===== src/rtl/p2s_pkg.sv =====
// p2s_pkg -- definitions shared by the buffered parallel-to-serial converter.
//   p2s_state_e : FSM state encoding (IDLE, SHIFT)
//   eff_len()   : maps a requested length onto the number of bits actually
//                 sent; 0 or anything wider than the word means "whole word".
package p2s_pkg;

  typedef enum logic {
    IDLE  = 1'b0,
    SHIFT = 1'b1
  } p2s_state_e;

  function automatic int eff_len(input int len, input int n);
    return ((len == 0) || (len > n)) ? n : len;
  endfunction

endpackage


===== src/rtl/p2s_hold_reg.sv =====
// p2s_hold_reg -- one-entry holding buffer (data + length + valid flag).
// Ports:
//   clk, rst   : clock, asynchronous active-high reset
//   load       : capture load_data/load_len and mark the entry full
//   clear      : empty the entry (wins over load)
//   load_data  : N-bit word to capture
//   load_len   : LW-bit effective length to capture
//   data, len  : stored word and length
//   full       : entry holds a word
module p2s_hold_reg
  import p2s_pkg::*;
#(
  parameter int N  = 32,
  parameter int LW = $clog2(N + 1)
) (
  input  logic          clk,
  input  logic          rst,
  input  logic          load,
  input  logic          clear,
  input  logic [N-1:0]  load_data,
  input  logic [LW-1:0] load_len,
  output logic [N-1:0]  data,
  output logic [LW-1:0] len,
  output logic          full
);

  always_ff @(posedge clk or posedge rst) begin
    if (rst) begin
      data <= '0;
      len  <= '0;
      full <= 1'b0;
    end else if (clear) begin
      full <= 1'b0;
    end else if (load) begin
      data <= load_data;
      len  <= load_len;
      full <= 1'b1;
    end
  end

endmodule


===== src/rtl/p2s_buffered.sv =====
// p2s_buffered -- parallel-to-serial converter with a one-word holding buffer
// so a following word can be handed over back-to-back without an idle bit slot.
// Ports:
//   clk, rst    : clock, asynchronous active-high reset
//   in_valid    : parallel word offered
//   in_ready    : word can be accepted this cycle (holding buffer empty)
//   par_in, len : parallel word and number of bits to send (0 or >N = N)
//   enable      : bit-rate tick, one bit per enabled cycle while shifting
//   flush       : synchronous abort of the current and the buffered word
//   ser_out     : registered serial data
//   ser_valid   : ser_out updated this cycle
//   sof, eof    : first / last bit of a word, qualified by ser_valid
//   busy        : shifting or holding a buffered word
module p2s_buffered
  import p2s_pkg::*;
#(
  parameter int N         = 32,
  parameter int MSB_FIRST = 0,
  localparam int LW       = $clog2(N + 1)
) (
  input  logic          clk,
  input  logic          rst,
  input  logic          in_valid,
  output logic          in_ready,
  input  logic [N-1:0]  par_in,
  input  logic [LW-1:0] len,
  input  logic          enable,
  input  logic          flush,
  output logic          ser_out,
  output logic          ser_valid,
  output logic          sof,
  output logic          eof,
  output logic          busy
);

  p2s_state_e    state, state_next;
  logic [N-1:0]  sreg;
  logic [LW-1:0] scnt;
  logic          first_bit;

  logic [N-1:0]  hbuf;
  logic [LW-1:0] hlen;
  logic          hfull;

  logic          xfer;
  logic          fire;
  logic          last;
  logic          load_direct;
  logic          load_hold;
  logic          push_hold;
  logic [LW-1:0] len_eff;
  logic          edge_bit;
  logic [N-1:0]  sreg_shifted;

  // No bypass: a word can only be taken while the buffer is empty, even if
  // the buffer is being drained on this very edge.
  assign in_ready = !hfull;
  assign xfer     = in_valid && in_ready && !flush;
  assign len_eff  = LW'(eff_len(int'(len), N));
  assign busy     = (state == SHIFT) || hfull;

  assign edge_bit     = (MSB_FIRST != 0) ? sreg[N-1] : sreg[0];
  assign sreg_shifted = (MSB_FIRST != 0) ? {sreg[N-2:0], 1'b0}
                                         : {1'b0, sreg[N-1:1]};

  always_ff @(posedge clk or posedge rst) begin
    if (rst) state <= IDLE;
    else     state <= state_next;
  end

  // On the last bit of a word the next word comes from the buffer if there
  // is one, otherwise straight from the input; either way SHIFT continues so
  // the next enable already carries the new word's first bit.
  always_comb begin
    state_next  = state;
    fire        = 1'b0;
    last        = 1'b0;
    load_direct = 1'b0;
    load_hold   = 1'b0;
    push_hold   = 1'b0;
    if (flush) begin
      state_next = IDLE;
    end else begin
      case (state)
        IDLE: begin
          if (xfer) begin
            load_direct = 1'b1;
            state_next  = SHIFT;
          end
        end
        SHIFT: begin
          fire = enable;
          last = enable && (scnt == LW'(1));
          if (last && hfull)     load_hold   = 1'b1;
          else if (last && xfer) load_direct = 1'b1;
          else if (last)         state_next  = IDLE;
          if (xfer && !last)     push_hold   = 1'b1;
        end
        default: state_next = IDLE;
      endcase
    end
  end

  // A load on the eof edge overrides the shift of the finishing word.
  always_ff @(posedge clk or posedge rst) begin
    if (rst) begin
      sreg      <= '0;
      scnt      <= '0;
      first_bit <= 1'b0;
      ser_out   <= 1'b0;
      ser_valid <= 1'b0;
      sof       <= 1'b0;
      eof       <= 1'b0;
    end else if (flush) begin
      scnt      <= '0;
      first_bit <= 1'b0;
      ser_valid <= 1'b0;
      sof       <= 1'b0;
      eof       <= 1'b0;
    end else begin
      ser_valid <= fire;
      sof       <= fire && first_bit;
      eof       <= last;
      if (fire) begin
        ser_out   <= edge_bit;
        sreg      <= sreg_shifted;
        scnt      <= scnt - LW'(1);
        first_bit <= 1'b0;
      end
      if (load_direct) begin
        sreg      <= par_in;
        scnt      <= len_eff;
        first_bit <= 1'b1;
      end else if (load_hold) begin
        sreg      <= hbuf;
        scnt      <= hlen;
        first_bit <= 1'b1;
      end
    end
  end

  p2s_hold_reg #(
    .N  (N),
    .LW (LW)
  ) hold (
    .clk       (clk),
    .rst       (rst),
    .load      (push_hold),
    .clear     (flush || load_hold),
    .load_data (par_in),
    .load_len  (len_eff),
    .data      (hbuf),
    .len       (hlen),
    .full      (hfull)
  );

endmodule


===== config.mk =====
export PLATFORM = sky130hd
export DESIGN_NAME = p2s_buffered
export DESIGN_NICKNAME = d
export VERILOG_FILES = /design/src/rtl/p2s_pkg.sv /design/src/rtl/p2s_hold_reg.sv /design/src/rtl/p2s_buffered.sv
export SDC_FILE = /design/constraint.sdc
export NUM_CORES = 1
export LEC_CHECK = 0
export CORE_MARGIN = 2
export CORE_UTILIZATION = 45
export DETAILED_ROUTE_END_ITERATION = 12
export DONT_BUFFER_PORTS = 1
export MAX_ROUTING_LAYER = met4
export REMOVE_ABC_BUFFERS = 1
export SLEW_MARGIN = 20
export SYNTH_ARGS = -nofsm -noshare
export SYNTH_HDL_FRONTEND = slang
export SYNTH_SLANG_ARGS = --single-unit

===== constraint.sdc =====
create_clock -name clk -period 5.75 [get_ports clk]
set_input_delay 1.725 -clock clk [delete_from_list [all_inputs] [get_ports clk]]
set_output_delay 1.725 -clock clk [all_outputs]
set_load 0.05 [all_outputs]

== Word level (Yosys, flattened, before mapping) ==
Cells that the tools add are included.

* Register bits: 83
* Bits of input ports: 43
* Logic and storage cells: 73
* Output and inout bits: 6

* Bitwise gates (word level): 3
* Magnitude comparators: 1
* Reduce and logical (&&, ||, !) cells: 20
* Multiplexer cells: 36
* Add/sub/neg operators: 1
* Eq/ne operators: 1

{| class="wikitable"
|+ Operators with widths
! cell !! number
|-
| 32-bit two-way mux || 3
|-
| 6-bit two-way mux || 5
|-
| 1-bit two-way mux || 26
|-
| 1-bit logical AND || 7
|-
| 6-bit by 1-bit equality test with 1-bit output (second input constant) || 1
|-
| 6-bit greater-than comparator (second input constant) || 1
|-
| 6-bit zero test || 1
|-
| 2-bit AND reduction || 3
|-
| 6-bit by 1-bit subtractor with 6-bit output (second input constant) || 1
|-
| 1-bit case mux with 2 select lines || 2
|-
| 4-bit nonzero test || 1
|-
| 1-bit zero test || 3
|-
| 1-bit logical OR || 3
|-
| 1-bit inverter || 3
|-
| 3-bit nonzero test || 1
|-
| 2-bit nonzero test || 1
|}

== Longest topological paths before layout ==
Gate-level depths: netlist of the first run.

* Depth after elaboration: 10
* Mapped depth: 8
* Depth with buffers taken out: 6

== Hierarchy ==
Synthesis of the first run repeated with hierarchy kept, for this count alone.

* Cell total of the unflattened synthesis: 326
* Area total of the unflattened synthesis: 4222.8 um^2

{| class="wikitable"
|+ By module, submodules not included
! module !! seq. area each (um^2) !! area an instance (um^2) !! cells an instance !! instances
|-
| p2s_buffered || 1101.1 || 2660.1 || 241 || 1
|-
| p2s_hold_reg || 975.9 || 1562.7 || 85 || 1
|}

== Worst setup path before layout of the first run ==
No wires, ideal clock.

* Kind: input to register
* Start: input port flush
* End: register scnt[4]
* Required time: 5.624 ns
* Data arrival time: 2.817 ns
* Stages on the path: 4
* Path slack: 2.807 ns
* Buffers on the path: 1
* Library setup time: 0.126 ns
* Path through: or3b_1 > o21a_1 > clkbuf_1 > o311a_1

* Cells in the longest elaborated chain, start to end: 9
* Elaborated cells between the ends (all ways): 14
* Classes of those cells: mux (10); reduce/logical (4)

{| class="wikitable"
|+ Ends and longest elaborated chain
! element !! RTL line !! RTL
|-
| start: declaration || p2s_buffered.sv:28 || <nowiki>input logic flush,</nowiki>
|-
| 1-bit zero test || p2s_buffered.sv:58 || <nowiki>assign xfer = in_valid && in_ready && !flush;</nowiki>
|-
| 1-bit logical AND || p2s_buffered.sv:58 ||
|-
| 1-bit logical AND || p2s_buffered.sv:95 || <nowiki>else if (last && xfer) load_direct = 1'b1;</nowiki>
|-
| 1-bit two-way mux || p2s_buffered.sv:95 ||
|-
| 1-bit two-way mux || p2s_buffered.sv:94 || <nowiki>if (last && hfull) load_hold = 1'b1;</nowiki>
|-
| 1-bit case mux with 2 select lines || p2s_buffered.sv:84 || <nowiki>case (state)</nowiki>
|-
| 1-bit two-way mux || p2s_buffered.sv:81 || <nowiki>if (flush) begin</nowiki>
|-
| 6-bit two-way mux || p2s_buffered.sv:130 || <nowiki>if (load_direct) begin</nowiki>
|-
| 6-bit two-way mux || p2s_buffered.sv:114 || <nowiki>end else if (flush) begin</nowiki>
|-
| end signal: assignment || p2s_buffered.sv:127 || <nowiki>scnt <= scnt - LW'(1);</nowiki>
|-
| end signal: assignment || p2s_buffered.sv:132 || <nowiki>scnt <= len_eff;</nowiki>
|-
| end signal: assignment || p2s_buffered.sv:136 || <nowiki>scnt <= hlen;</nowiki>
|-
| end: declaration || p2s_buffered.sv:38 || <nowiki>logic [LW-1:0] scnt;</nowiki>
|}

Several ways; a longest one is shown, not always the timed one.
A chain may end at the register's enable or synchronous reset.

== Worst setup path in the final report of the first run ==
* Start: input port enable
* End: register hold.data[9]

* Cells in the longest elaborated chain, start to end: 8
* Elaborated cells between the ends (all ways): 13
* Classes of those cells: mux (6); bitwise (1); reduce/logical (6)

{| class="wikitable"
|+ Ends and longest elaborated chain
! element !! RTL line !! RTL
|-
| start: declaration || p2s_buffered.sv:27 || <nowiki>input logic enable,</nowiki>
|-
| 1-bit logical AND (*) || p2s_buffered.sv:93 || <nowiki>last = enable && (scnt == LW'(1));</nowiki>
|-
| 1-bit logical AND || p2s_buffered.sv:94 ||
|-
| 1-bit two-way mux || p2s_buffered.sv:94 ||
|-
| 1-bit two-way mux || p2s_buffered.sv:84 ||
|-
| 1-bit two-way mux || p2s_buffered.sv:81 ||
|-
| 1-bit logical OR || p2s_buffered.sv:149 || <nowiki>.clear (flush || load_hold),</nowiki>
|-
| 1-bit inverter (no line) || - ||
|-
| 2-bit AND reduction (no line) (*) || - ||
|-
| end signal: assignment || p2s_hold_reg.sv:35 || <nowiki>data <= load_data;</nowiki>
|-
| end: declaration || p2s_hold_reg.sv:22 || <nowiki>output logic [N-1:0] data,</nowiki>
|}

Mark *: on every way between the ends. The rest lies on a longest branch, timed or not.

==> results.json, run 1 <==
{
  "grt_first_pass_wirelength_um": 15550,
  "critPathLaunchType": "primary input",
  "clk_pin_slew_ns": 0.09,
  "gp_congestion": 0.8966,
  "clkPwrFrac_pct": 26.2,
  "synth_cell_types": 49,
  "cts_made_buffers": 9,
  "cts_tree": "yes",
  "synthToLayoutAreaGrowth_pct": 5.820,
  "synth_fa_ha_area_share_pct": 0.5850,
  "max_freq_mhz": 313.9,
  "synthCells": 371,
  "end_kind": "register",
  "worstPathRequired_ns": 5.98,
  "mostFrequentLayoutCells": "dfrtp_1 (83), nand2_1 (46), nand4_1 (32)",
  "power_switching_uw": 517.7,
  "grt_usage_pct": 19.92,
  "dr.first_iter.drc_count": 202,
  "via_count": 2950,
  "antenna_left": 0,
  "diodes": 0,
  "wl_per_cell_um": 19.33,
  "drv_cap": 0,
  "cts.path.max_buffers": 2,
  "ys.flop_type": "dfrtp_1",
  "power.density_nw_per_um2": 371.2,
  "hold_path_class": "reg -> reg",
  "ctsResizeCount": 0,
  "cts_sinks": 83,
  "synth_top_family_by_area": "multiplexers",
  "drt-total-wl_um": 9550,
  "power.share.combinational_pct": 22.3,
  "period_minus_slack_ns": 3.186,
  "finalSetupViolCount": 0,
  "path_class": "in -> reg",
  "tns_ns": 0,
  "drcViolationCount": 0,
  "grt_start_max_net_pins": 61,
  "fin_total_pwr_mw": 1.680,
  "ys_ff_latch": 83,
  "pin_count": 49,
  "slew_headroom_pct": 47.82,
  "multi_input_area_um2": 1991,
  "cts_setup_buffers": 0,
  "core_um2": 9240,
  "die_y_um": 101.5,
  "fillers": 851,
  "synth_area_leaders": "dfrtp_1 (49%), mux2_4 (11%), mux2i_1 (7.3%), o211ai_1 (5.4%), nand4_1 (4.7%)",
  "hold_buffers": 0,
  "port_buffers": 0,
  "synthSimpleGateAreaFrac_pct": 13.89,
  "r2r_cells": 6,
  "rsz0062_at_grt": "false",
  "routed_via_density": 5.972,
  "regArea_um2": 2077,
  "htreeDepth": 3,
  "post-route-period-util_pct": 55.41,
  "netSwitchingFraction_pct": 30.81,
  "clock_latency_ns": 0.35,
  "arrival_ns": 3.42,
  "synth_compound_area_share_pct": 12.26,
  "dr.pass1.iters": 4,
  "drive_gt1_share_pct": 18.63,
  "antenna_found_initial": 0,
  "yosysTopAreaCell": "dfrtp_1",
  "hold_viol_final": 0,
  "synth_edf_count": 0,
  "synthMuxAreaShare_pct": 18.84,
  "syn_avg_cell_area_um2": 11.53,
  "initial_utilization_pct": 46.30,
  "detailed_place_hpwl_um": 5767,
  "finClkSkew_ns": 0.01311,
  "tightest_slew_ns": 0.7818,
  "status": "completed",
  "num_rows": 35,
  "synth_top_area_share_pct": 48.55,
  "final_common_cell": "dfrtp_1",
  "fin_nets": 405,
  "hold_depth": 2,
  "ys_seq_area_share_pct": 48.55,
  "synthArstFlopShare_pct": 100.0,
  "synth-xor-area-share_pct": 0.6142,
  "die-width_um": 101.5,
  "grt_pass1_vias": 2940,
  "ctsRootBufferMaster": "clkbuf_8",
  "internal_power_mw": 1.163,
  "grt_overflow_total": 0,
  "peakVddDrop_mv": 0.1438,
  "yosysWarningCount": 0,
  "p_leak_nw": 2.112,
  "crit_fanout": 23,
  "synth_area_um2": 4278,
  "die_area_um2": 10300,
  "p_seq_share_pct": 51.5,
  "maxSlewViolCount": 0
}
[metrics by stage]
step / instances / setup slack [ns] / hold slack, ns / util, % / area (um^2)
2_1_floorplan: 341 / 1.697 / 0.4501 / - / 4083
3_3_place_gp: 478 / 2.228 / 0.4766 / 46.76 / 4320
3_5_place_dp: 478 / 2.187 / 0.4784 / 46.76 / 4320
4_1_cts: 494 / 2.570 / 0.4983 / 48.98 / 4526
5_1_grt: 494 / 2.497 / 0.5261 / 48.99 / 4527
6_report: 494 / 2.564 / 0.4962 / 48.99 / 4527
[final timing paths]
check / startpoint / end / slack, ns
max: enable / hold.data[9]$_DFFE_PP0P_ / 2.56
min: hold.len[4]$_DFFE_PP0P_ / hold.len[4]$_DFFE_PP0P_ / 0.50
max reg2reg: scnt[1]$_DFFE_PP0P_ / hold.data[9]$_DFFE_PP0P_ / 3.18
min reg2reg: hold.len[4]$_DFFE_PP0P_ / hold.len[4]$_DFFE_PP0P_ / 0.50
max in group asynchronous: rst / hold.data[27]$_DFFE_PP0P_ / 3.59
min in group asynchronous: rst / hold.data[3]$_DFFE_PP0P_ / 1.37
[power groups by stage]
stage / combinational [mW] / sequential, mW / clock, mW
after global placement: 0.365 / 0.872 / 0
final: 0.374 / 0.866 / 0.440
after global routing: 0.416 / 0.888 / 0.476
after detailed placement: 0.376 / 0.874 / 0
after floorplan: 0.315 / 0.844 / 0
after CTS: 0.377 / 0.865 / 0.449
[Yosys cell counts (all sizes together) (3+ instances only)]
cell,count
inv,7
dfrtp,83
o211ai,31
nand2,46
clkbuf,8
o21ai,10
mux2,34
a221o,3
a221oi,5
nor2,3
nor4,5
mux2i,31
nand2b,3
nor3,4
nand4,32
o21a,3
a21oi,3
a41oi,4
buf,22
nand3,5
xnor2,3
[cells by family (layout without fill, tap and decap cells)]
logic type	Yosys count	count (layout)
XOR/XNOR	3	3
multiplexers	65	65
AO/OA/AOI/OAI	68	68
buffers and inverters	38	32
adder cells (fa/ha/maj)	2	2
AND/OR/NAND/NOR	112	112
flip-flops	83	83
[critical path, stage by stage]
cell,delay [ns]
nand3b_1,0.19
o21ai_4,0.62
buf_4,0.53
mux2_4,0.34
[registers in the layout (all words and copies together) (netlist names), 6 cells and up]
register   count
sreg          32
scnt           6
hold.len       6
hold.data     32
[per-layer routing]
layer	GRT usage, %	vias to the layer above	wire [um]
li1	-	1369	-
met4	7.484	0	138
met2	27.43	72	4241
met1	28.78	1496	4610
met5	-	-	0
met3	4.210	13	559
[cell type report]
type / instances / share of cell area, %
sequential: 83 / 45.88
multi-input combinational: 250 / 43.97
tap: 129 / 3.566
clock buffer: 9 / 2.736
clock inverter: 7 / 1.797
timing repair buffer: 8 / 1.327
inverter: 8 / 0.7186
Power figures use the tool's default switching activity.
==> run 2, diff against run 1 <==
==> constraint.sdc (replaced) <==
create_clock -name clk -period 3.25 [get_ports clk]
set_input_delay 0.975 -clock clk [delete_from_list [all_inputs] [get_ports clk]]
set_output_delay 0.975 -clock clk [all_outputs]
set_load 0.05 [all_outputs]
==> run 2 against run 1 <==
Effect of this change: power is 73% higher; clock power increased by 61%; register-to-register slack got worse by 2.2 ns; first-iteration DRC count fell by 24%; final cell count is 0.61% higher; core utilization increased by 0.16 points; non-clock buffer count is 3 higher; largest power group unchanged; critical path depth fell by 3; flip-flop and latch count unchanged.
==> results.json, run 2 (synthesized netlist as in run 1, its figures left out) <==
{
  "status": "completed",
  "slew_headroom_pct": 49.58,
  "dp_slack_ns": 0.8449,
  "drive_gt1_share_pct": 19.29,
  "port_buffers": 0,
  "antenna_found_initial": 0,
  "hold_viol_final": 0,
  "end_kind": "output port",
  "grt_first_pass_wirelength_um": 15860,
  "grt_start_max_net_pins": 47,
  "synthToLayoutAreaGrowth_pct": 6.171,
  "p_leak_nw": 2.114,
  "drcViolationCount": 0,
  "regArea_um2": 2077,
  "diodes": 0,
  "peakVddDrop_mv": 0.2837,
  "num_rows": 35,
  "htreeDepth": 3,
  "arrival_ns": 1.37,
  "dr.pass1.iters": 4,
  "gp_congestion": 0.8794,
  "finClkSkew_ns": 0.009939,
  "cts.path.max_buffers": 2,
  "maxSlewViolCount": 0,
  "reg2reg_from": "scnt[1]$_DFFE_PP0P_",
  "path_class": "reg -> out",
  "hold_path.startpoint": "hold.len[1]$_DFFE_PP0P_",
  "detailed_place_hpwl_um": 5958,
  "largest_registers": "hold.data (32), sreg (32)",
  "rsz0062_at_grt": "false",
  "tns_ns": 0,
  "min_to": "hold.len[1]$_DFFE_PP0P_",
  "ctsResizeCount": 0,
  "initial_utilization_pct": 46.30,
  "mostFrequentLayoutCells": "dfrtp_1 (83), nand2_1 (46), nand4_1 (32)",
  "max_stage_delay_ns": 0.54,
  "period_minus_slack_ns": 2.340,
  "hold_path_class": "reg -> reg",
  "die-width_um": 101.5,
  "clk_pin_slew_ns": 0.09,
  "fin_total_pwr_mw": 2.902,
  "wl_per_cell_um": 19.00,
  "multi_input_area_um2": 1991,
  "pin_count": 49,
  "antenna_left": 0,
  "clock_latency_ns": 0.35,
  "tightest_slew_ns": 0.7555,
  "cts_made_buffers": 9,
  "r2r-end": "sreg[2]$_DFFE_PP0P_",
  "core_um2": 9240,
  "fin_nets": 408,
  "drt-total-wl_um": 9442,
  "die_area_um2": 10300,
  "cts_setup_buffers": 0,
  "fillers": 850,
  "grt_overflow_total": 0,
  "drv_cap": 0,
  "crit_buf_inv": 0,
  "setup_ws_ns": 0.9100,
  "hold_depth": 2,
  "r2r_cells": 7,
  "critPathLaunchType": "register",
  "place_inst": 481,
  "routed_via_density": 5.875,
  "dr.first_iter.drc_count": 154,
  "final_common_cell": "dfrtp_1",
  "cts_tree": "yes",
  "hold_slack_ns": 0.4961,
  "cpLargestDelayFamily": "flip-flops",
  "grt_usage_pct": 20.33,
  "finalSetupViolCount": 0,
  "max_freq_mhz": 427.3,
  "ctsRootBufferMaster": "clkbuf_8",
  "post-route-period-util_pct": 72.00,
  "die_y_um": 101.5,
  "grt_pass1_vias": 3042,
  "crit_fanout": 13,
  "critical_path.slowest_cell": "dfrtp_1",
  "path_cells": "or2_2",
  "hold_buffers": 0,
  "via_count": 2920,
  "power.density_nw_per_um2": 638.9,
  "reg2reg_slack_ns": 1.00,
  "worstPathRequired_ns": 2.27,
  "final-instance-count-excl-fill": 497,
  "cts_sinks": 83
}
## run 2: cell types whose count changed in the layout (fill, tap and decap cells not counted), sizes merged
cell	previous run	this run
clkinvlp	1	3
buf	8	11
clkinv	2	3
bufinv	1	0
clkbuf	9	10
inv	11	8
## run 2: worst max-delay path by stage
stage                    startpoint  slack [ns]  cells after the start                        end
global route        state$_DFF_PP0_        0.85                      1                       busy
finish              state$_DFF_PP0_        0.91                      1                       busy
floorplan                     flush       -0.05                      4        scnt[0]$_DFFE_PP0P_
CTS                 state$_DFF_PP0_        0.89                      1                       busy
global placement             enable        0.85                      4  hold.data[29]$_DFFE_PP0P_
detailed placement           enable        0.84                      5        sreg[2]$_DFFE_PP0P_
## run 2: layout make-up
cell class,count,area share [%]
sequential,83,45.73
tap,129,3.554
inverter,8,0.6887
clock buffer,10,3.030
multi-input combinational,250,43.83
clock inverter,6,1.074
timing repair buffer,11,2.094
## run 2: report_power, final
part / internal, mW / total [mW] / switching (mW)
registers: 1.33 / 1.53 / 0.199
clock network: 0.305 / 0.709 / 0.404
logic: 0.364 / 0.666 / 0.301
total: 2.00 / 2.90 / 0.904
## run 2: metal layers
layer	track usage, %	routed length, um	vias up
met5	-	0	-
met4	6.965	107	0
met3	4.141	455	9
met2	30.01	4352	63
met1	27.94	4526	1465
li1	-	-	1383
## run 2: stage by stage
| step | util [%] | cell area, um^2 |
|---|---|---|
| 6_report | 49.15 | 4542 |
| 5_1_grt | 49.15 | 4542 |
| 4_1_cts | 49.15 | 4542 |
| 3_5_place_dp | 47.14 | 4355 |
| 3_3_place_gp | 47.14 | 4355 |
| 2_1_floorplan | - | 4083 |
